[config.mk]
export PLATFORM = sky130hd
export DESIGN_NAME = rom_fetch_arbiter
export DESIGN_NICKNAME = d
export VERILOG_FILES = /design/src/rtl/rom_fetch_arbiter.sv
export SDC_FILE = /design/constraint.sdc
export NUM_CORES = 1
export LEC_CHECK = 0
export CAP_MARGIN = 10
export CORE_MARGIN = 4
export CORE_UTILIZATION = 50
export CTS_BUF_LIST = sky130_fd_sc_hd__clkbuf_4 sky130_fd_sc_hd__clkbuf_8
export DETAILED_ROUTE_END_ITERATION = 8
export PLACE_DENSITY = 0.78
export SLEW_MARGIN = 30
export SYNTH_ARGS = -nofsm -noshare
export SYNTH_HDL_FRONTEND = slang
export SYNTH_SLANG_ARGS = --single-unit
export TNS_END_PERCENT = 10
[constraint.sdc]
create_clock -name clk -period 3.8 [get_ports clk]
set_input_delay 0.38 -clock clk [delete_from_list [all_inputs] [get_ports clk]]
set_output_delay 0.38 -clock clk [all_outputs]
set_load 0.1 [all_outputs]
[src/rtl/rom_fetch_arbiter.sv]
// Arbitrates the single combinational bitmap ROM between the pixel pipeline (always wins,
// zero latency) and a queued background requester serviced whenever the pixel side is idle.
module rom_fetch_arbiter #(
  parameter int unsigned ADDR_W        = 12,
  parameter int unsigned DATA_W        = 8,
  parameter int unsigned TAG_W         = 2,
  parameter int unsigned FIFO_DEPTH    = 4,
  parameter int unsigned STARVE_CYCLES = 1024
) (
  input  logic                          clk,
  input  logic                          reset,
  input  logic                          pix_req,
  input  logic [ADDR_W-1:0]             pix_addr,
  output logic [DATA_W-1:0]             pix_data,
  input  logic                          bg_valid,
  output logic                          bg_ready,
  input  logic [ADDR_W-1:0]             bg_addr,
  input  logic [TAG_W-1:0]              bg_tag,
  output logic                          bg_rvalid,
  output logic [DATA_W-1:0]             bg_rdata,
  output logic [TAG_W-1:0]              bg_rtag,
  output logic                          bg_starved,
  output logic [$clog2(FIFO_DEPTH):0]   fifo_level,
  output logic [ADDR_W-1:0]             rom_addr,
  input  logic [DATA_W-1:0]             rom_data
);

  localparam int unsigned PTR_W = $clog2(FIFO_DEPTH);
  localparam int unsigned LVL_W = PTR_W + 1;
  localparam int unsigned CNT_W = $clog2(STARVE_CYCLES + 1);

  logic [ADDR_W-1:0] q_addr [FIFO_DEPTH];
  logic [TAG_W-1:0]  q_tag  [FIFO_DEPTH];
  logic [PTR_W-1:0]  wr_ptr;
  logic [PTR_W-1:0]  rd_ptr;
  logic [LVL_W-1:0]  level;
  logic [CNT_W-1:0]  wait_cnt;
  logic              empty;
  logic              full;
  logic              push;
  logic              pop;

  // Ready and service decisions use only the registered level, so there is no bypass path.
  assign empty      = (level == '0);
  assign full       = (level == LVL_W'(FIFO_DEPTH));
  assign bg_ready   = ~full & ~reset;
  assign push       = bg_valid & bg_ready;
  assign pop        = ~pix_req & ~empty;
  assign rom_addr   = pop ? q_addr[rd_ptr] : pix_addr;
  assign pix_data   = rom_data;
  assign fifo_level = level;

  always_ff @(posedge clk) begin
    if (push) begin
      q_addr[wr_ptr] <= bg_addr;
      q_tag[wr_ptr]  <= bg_tag;
    end
  end

  always_ff @(posedge clk) begin
    if (reset) begin
      wr_ptr    <= '0;
      rd_ptr    <= '0;
      level     <= '0;
      bg_rvalid <= 1'b0;
      bg_rdata  <= '0;
      bg_rtag   <= '0;
    end else begin
      bg_rvalid <= pop;
      if (pop) begin
        bg_rdata <= rom_data;
        bg_rtag  <= q_tag[rd_ptr];
        rd_ptr   <= rd_ptr + 1'b1;
      end
      if (push) begin
        wr_ptr <= wr_ptr + 1'b1;
      end
      case ({push, pop})
        2'b10:   level <= level + 1'b1;
        2'b01:   level <= level - 1'b1;
        default: level <= level;
      endcase
    end
  end

  // Starved is raised on the same edge the saturating wait count reaches its limit.
  always_ff @(posedge clk) begin
    if (reset) begin
      wait_cnt   <= '0;
      bg_starved <= 1'b0;
    end else if (pop) begin
      wait_cnt <= '0;
    end else if (!empty) begin
      if (wait_cnt != CNT_W'(STARVE_CYCLES)) begin
        wait_cnt <= wait_cnt + 1'b1;
      end
      if (wait_cnt >= CNT_W'(STARVE_CYCLES - 1)) begin
        bg_starved <= 1'b1;
      end
    end
  end

endmodule

## Yosys cells after proc, flatten, opt, wreduce, memory -nomap -nowiden

Memory sizes are Yosys's and may differ from the RTL's. A register that Yosys moved wholly into a read port is not among the register bits.
Index checks and enable logic that the tools add are counted.

- Bits in registers: 28
- Bits in writable memories: 56
- Input port bits: 38
- Output and inout port bits: 36
- Logic and storage cells: 38
- Memories kept: 2

- $add $sub $neg: 5
- $lt $le $gt $ge: 1
- Eq/ne operators: 4
- Multiplexer cells: 6
- Bitwise operators: 8
- Reductions and logical operators: 5

Memory list:

| memory | words | width | rd ports | clocked after Yosys merged registers in | write ports | RTL line | RTL |
|---|---|---|---|---|---|---|---|
| q_addr | 4 | 12 | 1 | 1 | 1 | 32 | `logic [ADDR_W-1:0] q_addr [FIFO_DEPTH];` |
| q_tag | 4 | 2 | 1 | 1 | 1 | 33 | `logic [TAG_W-1:0] q_tag [FIFO_DEPTH];` |

Operators with widths:

| kind | number |
|---|---|
| 12-bit 2-to-1 mux | 1 |
| 11-bit by 1-bit adder with 11-bit output (second input constant) | 1 |
| 11-bit by 10-bit greater-or-equal comparator with 1-bit output (second input constant) | 1 |
| 11-bit inequality test (second input constant) | 1 |
| 3-bit case mux with 2 select lines | 1 |
| 1-bit NOT | 5 |
| 2-bit by 1-bit adder with 2-bit output (second input constant) | 2 |
| 2-bit 2-to-1 mux | 2 |
| 3-bit by 1-bit adder with 3-bit output (second input constant) | 1 |
| 1-bit AND | 3 |
| 3-bit == test (second input constant) | 1 |
| 3-bit logical NOT | 1 |
| 3-bit AND reduction | 1 |
| 3-bit by 1-bit subtractor with 3-bit output (second input constant) | 1 |
| 2-bit by 1-bit == test with 1-bit output (second input constant) | 1 |
| 2-bit == test (second input constant) | 1 |
| 1-bit 2-to-1 mux | 2 |
| 2-bit AND reduction | 1 |
| 2-bit nonzero test | 1 |
| 2-bit OR reduction | 1 |

## Longest topological paths before layout

- Word-level depth: 6
- Mapped depth: 9
- Depth with buffers taken out: 9

## Worst setup path before layout

No wires, ideal clock.

- Kind: register to register
- Start point: register level[0], in the netlist fifo_level[0]
- End point: register level[2], in the netlist fifo_level[2]
- Setup time: 0.071 ns
- Arrival time: 2.849 ns
- Data required time: 3.729 ns
- Slack: 0.881 ns
- Cell stages (with the launch flop): 10
- Buffers on the path: 1
- Clock period less this slack: 2.919 ns
- Path through: dfxtp_1 -> nor3_1 -> nor2_1 -> buf_2 -> ha_1 -> inv_1 -> fa_1 -> xor2_1 -> or3_1 -> a21oi_1

- Elaborated cells between the ends (all ways): 13
- Classes of those cells: add/sub (2); eq/ne (3); mux (1); bitwise (5); reduce/logical (2)

RTL lines:

| item | RTL line | RTL |
|---|---|---|
| start, declared | 36 | `logic [LVL_W-1:0] level;` |
| start signal, assigned | 79 | `2'b10: level <= level + 1'b1;` |
| start signal, assigned | 80 | `2'b01: level <= level - 1'b1;` |
| start signal, assigned | 81 | `default: level <= level;` |
| 3-bit logical NOT (*) | 44 | `assign empty = (level == '0);` |
| 1-bit NOT (no line) (*) | -- |  |
| 1-bit AND (*) | 48 | `assign pop = ~pix_req & ~empty;` |
| named net pop | 41 | `logic pop;` |
| 2-bit by 1-bit == test with 1-bit output / 2-bit == test (equally long branches) | 78 | `case ({push, pop})` |
| 3-bit case mux with 2 select lines / 2-bit nonzero test (equally long branches) | -- |  |

The timed path passes the listed nets; every way through them passes the cells marked *.
A chain may end at the register's enable or synchronous reset.

==> out/qor.txt <==
Post-CTS Setup Inserts = 0
Mapped Area = 0.003769 sq mm
CTS Buf Count = 9
P_int = 0.001846 W
Row count = 31
Post-DP HPWL = 5.135 mm
Post-synthesis sequential area ratio = 61.62%
Top post-synthesis cells by area = edfxtp_1 45%, dfxtp_1 17%, mux4_2 8.4%
Post-DR wirelength/cell = 16.78 microns
Top cell type by total area after synthesis = edfxtp_1
Vias in the first global route = 2386
Syn-to-layout area delta = 28.12%
Starting density of the core = 51.68%
Antenna Nets Post-Route = 0
Syn_nets = 320
CTS resizes = 0
Startpoint Class = register
Synth Warn # = 0
Final Hold Fails = 0
IO buf count = 73
Global-route wire length before repair = 11.96 mm
DRC = 0
Tcrit/Tclk final = 70.85%
Fraction of layout cells with a size suffix above 1 = 17.97%
Die ar. = 0.008990 sq mm
DR vias = 2473
CTS HTree Levels = 3
Largest net degree at the start of global routing = 30
CTS tree = yes
Placed cell count = 428
Nets = 386
Initial DRC count = 104
Relative slew slack = 33.91%
Finish-stage setup viols = 0
# Max-Cap Violations = 0
Min Tclk post-route = 2692 ps
Synth Instances = 274
Synth cell types = 38
Crit path capture type = output port
Die width = 94.82 microns
Clk sink count = 88
Worst-path cell chain = mux4_2 > mux2_2 > buf_12
Pins over their slew limit = 0
Net switching fraction of the power = 43.64%
Clk pin slew, worst setup/hold paths = 80 ps
Util after Layout = 66.21%
GRT Util Overall = 17.51%
R2r worst-path depth = 9
Clock share of power = 17.5%
Avg Inst Size Synth = 13.75 sq um
Run status = complete, no violations
Worst EP required = 3420 ps
Hold_sp = bg_rdata[6]
Total global routing overflow = 0
RR Startpoint = fifo_level[2]
Worst Path Arrival = 2310 ps
Setup_tns = 0 ps
Worst Tran Pin Value = 988.2 ps
Peak supply drop = 455.5 uV
Area of placed instances = 0.004657 sq mm
Cell area after layout = 0.004828 sq mm
Power density over the cells = 678.4 mW/mm^2
Clk_skew = 9.412 ps
Switch Pwr = 0.001429 W
Critical path peak fanout = 12
Finished Layout Cells = 444
WL final = 7.451 mm
CP max-delay cell = dfxtp_1
Vias per cell = 5.570
Hold buffer count at CTS = 0
Fmax = 0.3714 GHz
Worst hold path stage count = 2
Ports = 74
Die Ht = 94.82 microns
Leakage = 1.591 nW
Comb pwr share = 46.0%
WS Path Type = reg2out
Worst-Skew Late Latency = 360 ps
CTS root buffer = clkbuf_8
Clock tree buffer depth = 2
Synth top area share = 44.62%
Slowest cell delay on critical path = 870 ps
Yosys reg bits = 88
N_diodes = 0
Area of the core = 0.007292 sq mm
Min-Delay Path Class = reg2reg
RSZ-0062 raised after global routing = false
Gp weighted congestion = 0.7518
Seq pwr share = 36.5%
Pre-Repair DR Iteration Count = 4
Initial antenna violation count = 0
[placed cells by master, fill, tap and decap left out, types with 7 or more instances in the layout]
cell	synthesis	routed
nor2_1	7	7
nand3_1	14	14
o21ai_1	12	12
inv_1	15	15
mux4_2	14	14
a21oi_1	25	25
clkbuf_8	0	9
buf_12	0	12
mux2_2	12	12
clkdlybuf4s50_1	0	60
ha_1	7	7
dfxtp_1	32	32
edfxtp_1	56	56
[cells in the mapped netlist]
| cell | instances |
|---|---|
| buf_4 | 8 |
| a211o_1 | 2 |
| a21oi_1 | 25 |
| dfxtp_1 | 32 |
| inv_1 | 15 |
| ha_1 | 7 |
| nor4_1 | 3 |
| fa_1 | 1 |
| nor3b_1 | 1 |
| xor2_1 | 2 |
| o211ai_1 | 6 |
| or4_1 | 6 |
| nand3_1 | 14 |
| o2bb2ai_1 | 1 |
| mux2_2 | 12 |
| buf_2 | 5 |
| mux2_1 | 1 |
| and2_1 | 4 |
| o31ai_1 | 6 |
| o21ai_0 | 3 |
| a311oi_1 | 1 |
| o311ai_1 | 1 |
| nor2_1 | 7 |
| nand4_4 | 1 |
| buf_1 | 1 |
| or3_1 | 4 |
| a31oi_1 | 1 |
| mux4_2 | 14 |
| nand2_1 | 3 |
| and2b_1 | 1 |
| clkbuf_1 | 8 |
| mux2i_1 | 4 |
| a211oi_2 | 1 |
| edfxtp_1 | 56 |
| nor3_1 | 3 |
| nor4b_1 | 1 |
| o21ai_1 | 12 |
| or4b_1 | 1 |
[flip-flops by register name (all words and copies together), names as in the netlist, named ones only]
| signal | count |
|---|---|
| wr_ptr | 2 |
| fifo_level | 3 |
| bg_rvalid | 1 |
| rd_ptr | 2 |
| bg_rdata | 8 |
| wait_cnt | 11 |
| bg_starved | 1 |
| bg_rtag | 2 |
| q_addr | 48 |
| q_tag | 8 |
[power by group through the flow]
| stage | logic, W | registers [W] | clock network, W |
|---|---|---|---|
| detailed placement | 0.00151 | 0.00122 | 0 |
| CTS | 0.00152 | 0.00120 | 0.000587 |
| global placement | 0.00149 | 0.00122 | 0 |
| finish | 0.00151 | 0.00120 | 0.000575 |
| global route | 0.00159 | 0.00121 | 0.000626 |
| floorplan | 0.000856 | 0.00144 | 0 |
[layout make-up]
class	instances	area (sq um)
tap	99	123.9
fill	563	2464
clock inverter	7	47.55
multi-input combinational	149	1276
clock buffer	9	123.9
inverter	15	56.30
sequential	88	2322
timing repair buffer	77	878.3
[logic make-up after synthesis]
family,count (synthesis),share of synthesized area (%)
flops,88,61.62
fa+ha+maj,8,2.855
mux,31,13.31
xor+xnor,2,0.4649
buf+inv,37,4.648
compound gates,59,9.363
simple gates,49,7.736
[through the flow]
stage	setup slack (ps)	hold slack, ps	power, W
global placement	1167	465.6	0.002712
floorplan	880.5	460.4	0.002300
finish	1108	481.1	0.003276
global route	904.9	504.3	0.003432
detailed placement	1109	472.1	0.002729
CTS	1021	484.2	0.003301
[per-layer routing]
layer	GRT usage (%)	wire length, microns	up-vias
met5	0	0	-
met3	4.622	541	14
met4	6.490	156	0
li1	-	-	1175
met1	22.62	3219	1200
met2	28.42	3533	84
[path summary, 6_finish.rpt]
| kind | endpoint | slack (ps) |
|---|---|---|
| worst max-delay path | rom_addr[8] | 1110 |
| worst max register to register | fifo_level[2] | 1310 |
| worst min register to register | bg_rdata[6] | 480 |
| worst min-delay path | bg_rdata[6] | 480 |
[critical path: cells and delay by family, from the launching register on]
kind	cells	cell delay, ps
mux	2	920
buf+inv	1	170
flops	1	870
No activity file was read; power rests on OpenSTA's default activity.
